**config.mk**
```make
export PLATFORM = sky130hd
export DESIGN_NAME = fu_div_arbiter
export DESIGN_NICKNAME = d
export VERILOG_FILES = /design/src/rtl/fu_div_arbiter.sv
export SDC_FILE = /design/constraint.sdc
export NUM_CORES = 1
export LEC_CHECK = 0
export ABC_AREA = 1
export BUFFER_PORTS_ARGS = -buffer_cell sky130_fd_sc_hd__buf_4
export CAP_MARGIN = 20
export CORE_AREA = 2 2 182 184
export DETAILED_ROUTE_END_ITERATION = 8
export DIE_AREA = 0 0 184 186
export PLACE_DENSITY_LB_ADDON = 0.3
export SYNTH_ARGS = -nofsm -noshare
export SYNTH_HDL_FRONTEND = slang
export SYNTH_SLANG_ARGS = --single-unit
```
**constraint.sdc**
```tcl
create_clock -name clk_i -period 2.9 [get_ports clk_i]
set_input_delay 0.58 -clock clk_i [delete_from_list [all_inputs] [get_ports clk_i]]
set_output_delay 0.58 -clock clk_i [all_outputs]
set_load 0.01 [all_outputs]
```
**src/rtl/fu_div_arbiter.sv**
```systemverilog
// Round-robin arbiter letting N_REQ requesters share one iterative divider, one division in flight.
// Optional macro DIV_ARB_ZERO_BYPASS_EN answers divide-by-zero locally instead of using the divider.
module fu_div_arbiter #(
    parameter int N_REQ  = 4,
    parameter int N_BITS = 32
) (
    input  logic                    clk_i,
    input  logic                    rst_i,

    input  logic [N_REQ-1:0]        req_valid_i,
    input  logic [N_REQ*N_BITS-1:0] req_a_i,
    input  logic [N_REQ*N_BITS-1:0] req_b_i,
    input  logic [N_REQ-1:0]        req_signed_i,
    output logic [N_REQ-1:0]        req_ready_o,

    output logic [N_REQ-1:0]        rsp_valid_o,
    input  logic [N_REQ-1:0]        rsp_ready_i,
    output logic [N_BITS-1:0]       rsp_q_o,
    output logic [N_BITS-1:0]       rsp_r_o,

    output logic                    div_in_valid_o,
    output logic [N_BITS-1:0]       div_a_o,
    output logic [N_BITS-1:0]       div_b_o,
    output logic                    div_signed_o,
    input  logic                    div_valid_i,
    input  logic [N_BITS-1:0]       div_q_i,
    input  logic [N_BITS-1:0]       div_r_i,

    output logic                    busy_o
);

    localparam int IDX_W = (N_REQ > 1) ? $clog2(N_REQ) : 1;

`ifdef DIV_ARB_ZERO_BYPASS_EN
    localparam bit ZERO_BYPASS = 1'b1;
`else
    localparam bit ZERO_BYPASS = 1'b0;
`endif

    typedef enum logic [1:0] {
        IDLE = 2'd0,
        BUSY = 2'd1,
        RESP = 2'd2
    } state_e;

    state_e             state_q, state_d;
    logic [IDX_W-1:0]   rr_ptr_q;
    logic [IDX_W-1:0]   owner_q;
    logic [N_BITS-1:0]  a_q, b_q;
    logic               signed_q;
    logic               start_q;
    logic [N_BITS-1:0]  q_q, r_q;

    logic [N_REQ-1:0]   grant;
    logic [IDX_W-1:0]   gnt_idx;
    logic               gnt_found;
    logic [N_BITS-1:0]  gnt_a, gnt_b;
    logic               gnt_signed;
    logic               accept;
    logic               zero_hit;
    logic               div_done;
    logic               rsp_done;

    // Rotating priority search starting at rr_ptr_q.
    // NOTE: every always_comb output gets a default first so no latch is inferred.
    always_comb begin
        grant     = '0;
        gnt_idx   = '0;
        gnt_found = 1'b0;
        for (int i = 0; i < N_REQ; i++) begin
            int               idx;
            logic [IDX_W-1:0] idx_v;
            idx = int'(rr_ptr_q) + i;
            if (idx >= N_REQ) begin
                idx = idx - N_REQ;
            end
            idx_v = idx[IDX_W-1:0];
            if (!gnt_found && req_valid_i[idx_v]) begin
                grant[idx_v] = 1'b1;
                gnt_idx      = idx_v;
                gnt_found    = 1'b1;
            end
        end
    end

    assign gnt_a      = req_a_i[int'(gnt_idx)*N_BITS +: N_BITS];
    assign gnt_b      = req_b_i[int'(gnt_idx)*N_BITS +: N_BITS];
    assign gnt_signed = req_signed_i[gnt_idx];

    // Grants only come from IDLE, and never while reset is held.
    assign accept      = (state_q == IDLE) && !rst_i && gnt_found;
    assign req_ready_o = accept ? grant : '0;
    assign zero_hit    = ZERO_BYPASS && (gnt_b == '0);

    // The start cycle is excluded so a stale result from an abandoned division cannot land.
    assign div_done = (state_q == BUSY) && !start_q && div_valid_i;
    assign rsp_done = (state_q == RESP) && rsp_ready_i[owner_q];

    always_comb begin
        state_d = state_q;
        unique case (state_q)
            IDLE: begin
                if (accept) begin
                    state_d = zero_hit ? RESP : BUSY;
                end
            end
            BUSY: begin
                if (div_done) begin
                    state_d = RESP;
                end
            end
            RESP: begin
                if (rsp_done) begin
                    state_d = IDLE;
                end
            end
            default: state_d = IDLE;
        endcase
    end

    // NOTE: sequential state uses non-blocking assignments so every register samples pre-edge values.
    // NOTE: the datapath registers are reset as well, since all outputs must read zero after reset.
    always_ff @(posedge clk_i) begin
        if (rst_i) begin
            state_q  <= IDLE;
            rr_ptr_q <= '0;
            owner_q  <= '0;
            a_q      <= '0;
            b_q      <= '0;
            signed_q <= 1'b0;
            start_q  <= 1'b0;
            q_q      <= '0;
            r_q      <= '0;
        end else begin
            state_q <= state_d;
            start_q <= accept && !zero_hit;

            if (accept) begin
                owner_q  <= gnt_idx;
                a_q      <= gnt_a;
                b_q      <= gnt_b;
                signed_q <= gnt_signed;
            end

            // Divide-by-zero bypass follows RISC-V: q = all ones, r = dividend, signed or not.
            if (accept && zero_hit) begin
                q_q <= '1;
                r_q <= gnt_a;
            end else if (div_done) begin
                q_q <= div_q_i;
                r_q <= div_r_i;
            end

            if (rsp_done) begin
                rr_ptr_q <= (owner_q == IDX_W'(N_REQ - 1)) ? '0 : owner_q + 1'b1;
            end
        end
    end

    always_comb begin
        rsp_valid_o = '0;
        if (state_q == RESP) begin
            rsp_valid_o[owner_q] = 1'b1;
        end
    end

    assign rsp_q_o        = q_q;
    assign rsp_r_o        = r_q;
    assign div_in_valid_o = start_q;
    assign div_a_o        = a_q;
    assign div_b_o        = b_q;
    assign div_signed_o   = signed_q;
    assign busy_o         = (state_q != IDLE);

endmodule
```
# ---- Word level (Yosys, flattened, before mapping)
# Cells that the tools add are included.
dict set report op_classes {
  n_addsub 8
  magnitude_cmp 15
  eq_ne 6
  n_shift 2
  mux 45
  bitwise_logic 3
  reduce_logical 21
}
# op n
set op_table {}
lappend op_table {{variable part select 128 x 8 -> 32 bit} 2}
lappend op_table {{2-to-1 mux 2 bit} 12}
lappend op_table {{2-to-1 mux 4 bit} 6}
lappend op_table {{less-than comparator 2 x 3 -> 1 bit, second input constant} 6}
lappend op_table {{2-to-1 mux 1 bit} 15}
lappend op_table {{logical AND 1 bit} 13}
lappend op_table {{binary-select mux 1 bit (select 2 bit)} 6}
lappend op_table {{bitwise OR 4 bit} 3}
lappend op_table {{demux 1 bit (select 2 bit)} 5}
lappend op_table {{greater-or-equal comparator 2 x 1 -> 1 bit, second input constant} 5}
lappend op_table {{greater-or-equal comparator 3 bit, second input constant} 3}
lappend op_table {{subtractor 2 x 1 -> 2 bit, second input constant} 4}
lappend op_table {{adder 2 x 2 -> 3 bit, second input constant} 2}
lappend op_table {{inequality test 2 bit, second input constant} 3}
lappend op_table {{one-hot mux 2 bit (3 select lines)} 1}
lappend op_table {{logical NOT 1 bit} 5}
lappend op_table {{equality test 2 bit, second input constant} 2}
lappend op_table {{adder 2 x 1 -> 3 bit, second input constant} 1}
lappend op_table {{greater-or-equal comparator 2 x 3 -> 1 bit, second input constant} 1}
lappend op_table {{AND reduction 3 bit} 1}
lappend op_table {{adder 2 x 1 -> 2 bit, second input constant} 1}
lappend op_table {{equality test 2 x 1 -> 1 bit, second input constant} 1}
lappend op_table {{logical NOT 2 bit} 1}
lappend op_table {{nonzero test 2 bit} 1}
dict set report word_totals {
  regBits 136
  word_cells 109
}

# ---- Depth between registers and ports, before layout
dict set report logic_depth {
  word_depth 17
  depth_mapped 18
}

# ---- Least setup slack after synthesis
# OpenSTA, ideal clock, no wires.
dict set report synth_path {
  kind {reg-to-output}
  startpoint {register rr_ptr_q[0]}
  endpoint {output req_ready_o[0]}
  arrival_ns 2.158
  required_time_ns 2.320
  slack_ns 0.162
  path_stages_with_launch 12
  path_cell_list {dfxtp_1 > inv_2 > ha_1 > inv_1 > nand3_1 > nand2_1 > nand4_1 > nand3_1 > clkinv_1 > buf_2 > o31ai_1 > inv_1}
}
dict set report synth_between {
  elab_chain_cells 16
  elab_cells_between_ends 62
}
# item line
set synth_lines {}
lappend synth_lines {{start, declared} 47} ;# logic [IDX_W-1:0] rr_ptr_q;
lappend synth_lines {{start signal, assigned} 155} ;# rr_ptr_q <= (owner_q == IDX_W'(N_REQ - 1)) ? '0 : owner_q + 1'b1;
lappend synth_lines {{parallel branches: the longest is 15 deep, another holds adder 2 x 1 -> 3 bit} n/a}
lappend synth_lines {{2-to-1 mux 4 bit *} 92} ;# assign req_ready_o = accept ? grant : '0;
lappend synth_lines {{end, declared} 14} ;# output logic [N_REQ-1:0] req_ready_o,
# Mark *: on every way between the ends. The select of a mux whose other input is x is not followed.

# ---- Worst setup path after layout
dict set report layout_path {
  startpoint {register rr_ptr_q[0]}
  endpoint {output req_ready_o[1]}
}
# The elaborated chain is that of the path after synthesis.

==> impl_metrics.yaml <==
global_route:
  grt_pass1_wl_um: 49200
  grt_pass1_vias: 8836
  antenna_found_initial: 0
  overflow: 0
  grt_max_degree: 128
  track_usage: 0.185
sta:
  timing.final.ws_setup_ps: 181
  rsz0062_at_grt: "no"
  finalCritPeriodShare: 0.937
  period_needed_ps: 2720
  max_freq_mhz: 368
  fin_tns_setup_ps: 0
  final_hold_viol_count: 0
  hold_slack_ps: 366
  worst_clock_skew_ps: 8.98
  slew_viol_final: 0
  setup_viol: 0
  slew_headroom: 0.476
  worst_pin_slew_ps: 787
synth:
  synth-seq-cells: 136
  ys_top_cells_by_area: "dfxtp_1 35%, nand2_1 11%, nand3_1 11%"
  avgSynthCellArea_um2: 6.63
  syn_nets: 1513
  yosysUniqueCellTypes: 28
  ys_warn_count: 0
  synth_ff_type: "dfxtp_1"
  synthCells: 1166
  synth-edff-count: 0
  synth.cell_area_mm2: 0.00773
  yosysSeqAreaShare: 0.352
  synth_common_cells: "229 x nand2_1, 167 x nand3_1, 143 x nor2_1"
  synth_most_common_cell: "nand2_1"
  synth_top_cell_by_area: "dfxtp_1"
  yosysTopAreaCellShare: 0.352
  synthArstFlopShare: 0
final_layout:
  final_nets: 1945
  finalInstanceArea_mm2: 0.0123
  post_layout_nonfiller_instances: 2019
  diodes: 0
  drive_above_1_share: 0.342
  fillers: 3367
  area_delta_synth_final_pct: 59.6
  final_core_util: 0.383
pwr:
  max-vdd-ir-drop_uv: 388
  p_leak_nw: 6.47
  power.density_mw_per_mm2: 572
  total_power_mw: 7.06
critical_path:
  crit_type: "reg -> out"
  path_depth: 13
  worstPathRequired_ps: 2320
  rr_worst_depth: 16
  r2r-end: "div_b_o[1]"
  crit_slowest_cell: "dfxtp_1"
  r2r_start: "rr_ptr_q[0]"
  end_kind: "primary output"
  cp.arrival_ps: 2140
  crit_fanout: 6
  critPathMaxStageDelay_ps: 350
  path_cells: "inv_2 > ha_4 > inv_2 > nand3_1 > nand2_2 > inv_2 > nand2_2 > o22ai_1 > a31oi_1 > o21ai_0 > nand2_1 > inv_1 > buf_4"
  cp_common_cell: "inv_2"
  critPathCapture: "req_ready_o[1]"
  path_buf_inv: 5
  cp_top_family: "simple AND/OR/NAND/NOR gates"
  rrSetupSlack_ps: 320
  critPathLaunch: "rr_ptr_q[0]"
  crit_path_start_kind: "register"
flow_run:
  drv_cap: 0
clocking:
  clkTransAtPathRegs_ps: 70
  tritoncts: "built"
  ctsHoldBuffers: 0
  clockRootBuffer: "clkbuf_16"
  clock_latency_ps: 430
  cts.path.max_buffers: 2
  cts_sinks: 136
  numCtsBuffers: 17
  htreeDepth: 4
route:
  drc: 0
  wl_um: 33300
  vias: 9398
  routed_via_density: 4.65
  dr.pass1.iters: 5
  drtAntennaViolNets: 0
  wl_per_cell_um: 16.5
  drtIter0Drc: 482
floorplanning:
  initial_core_util: 0.240
  row_count: 66
  dieArea_mm2: 0.0342
  pin_count: 474
  core_mm2: 0.0322
  die_h_um: 186
  die_w_um: 184
min_path:
  hold_class: "in -> reg"
placed_design:
  placed_cell_area_mm2: 0.0117
  detailedPlacementHpwl_um: 24300
  place_congestion: 0.853
  place_inst: 1985
  pre_cts_ws_ps: 241
  portBuffers: 473
outcome:
  outcome: "finished, final reports clean"
==> final cells by class <==
| type | count | area [um2] | share of cell area |
|---|---|---|---|
| tap | 408 | 510 | 0.0414 |
| inverter | 138 | 520 | 0.0422 |
| clock inverter | 15 | 201 | 0.0163 |
| timing repair buffer | 495 | 3820 | 0.310 |
| multi-input combinational | 810 | 4130 | 0.335 |
| sequential | 136 | 2720 | 0.221 |
| clock buffer | 17 | 425 | 0.0345 |
==> power breakdown <==
part           total [mW]  switching [mW]  internal, mW  leakage, nW
Clock                2.36            1.03          1.33        0.308
Sequential           2.33           0.173          2.16         1.12
Combinational        2.37            1.29          1.08         5.04
==> what timing repair did <==
action,4_1_cts,5_1_grt
gates resized for setup,2,5
endpoints found under the hold margin,0,0
setup endpoints to repair,4,4
buffers inserted,0,2
pin swaps,0,1
==> routing by layer <==
metal	routed length, um	GRT usage	vias to the layer above	part of all wire
met5	0	0	-	0
met4	761	0.0595	0	0.023
met3	2620	0.0528	42	0.079
met2	16400	0.317	395	0.49
met1	13500	0.222	4307	0.40
li1	-	-	4654	-
==> how the worst min path moves through the flow <==
stage | start | to | slack (ps) | cells after the start
finish | div_r_i[25] | rsp_r_o[25] | 370 | 3
global route | div_q_i[1] | rsp_q_o[1] | 350 | 3
CTS | div_q_i[7] | rsp_q_o[7] | 340 | 3
detailed placement | div_b_o[1] | div_b_o[1] | 450 | 2
global placement | div_b_o[1] | div_b_o[1] | 450 | 2
floorplan | div_b_o[1] | div_b_o[1] | 470 | 2
==> placed cells by master, fill, tap and decap left out, types with 3 or more instances in the layout <==
cell	instances
buf_12	8
or2_1	32
inv_6	4
inv_2	7
o21ai_0	70
o211ai_1	70
nand2_2	6
a21oi_1	6
nand3_1	166
buf_4	486
nand2_1	227
inv_1	129
a31oi_1	3
dfxtp_1	136
ha_1	11
nand3_2	3
nor2_1	143
clkbuf_16	17
nand3b_1	58
nand4_1	3
inv_8	5
==> state kept, by name, summed over array words and instances (netlist names), 2 cells and up <==
register / flops
owner_q: 2
rsp_r_o: 32
div_a_o: 32
state_q: 2
div_b_o: 32
rsp_q_o: 32
rr_ptr_q: 2
==> worst register-to-register path, stage by stage (launching register included) <==
cell,delay [ps]
dfxtp_1,350
inv_2,60
buf_6,140
nand2_1,70
nand2_1,60
nand2_1,90
nand2_2,90
buf_4,150
nor2_4,150
nand2_1,100
nand3_2,110
buf_4,520
nand3b_1,300
nand3_1,140
nand2_1,60
nand2_1,50
nand2_1,40
==> kinds of logic (layout without fill, tap and decap cells) <==
group                    count (synthesis)  count (layout)  share of synthesized area
AND/OR/NAND/NOR                        642             642                      0.384
flip-flops                             136             136                      0.352
buffers and inverters                  220             665                      0.118
AO/OA/AOI/OAI                          156             156                      0.126
adder cells (fa/ha/maj)                 12              12                     0.0194
(Power assumes the default switching activity.)
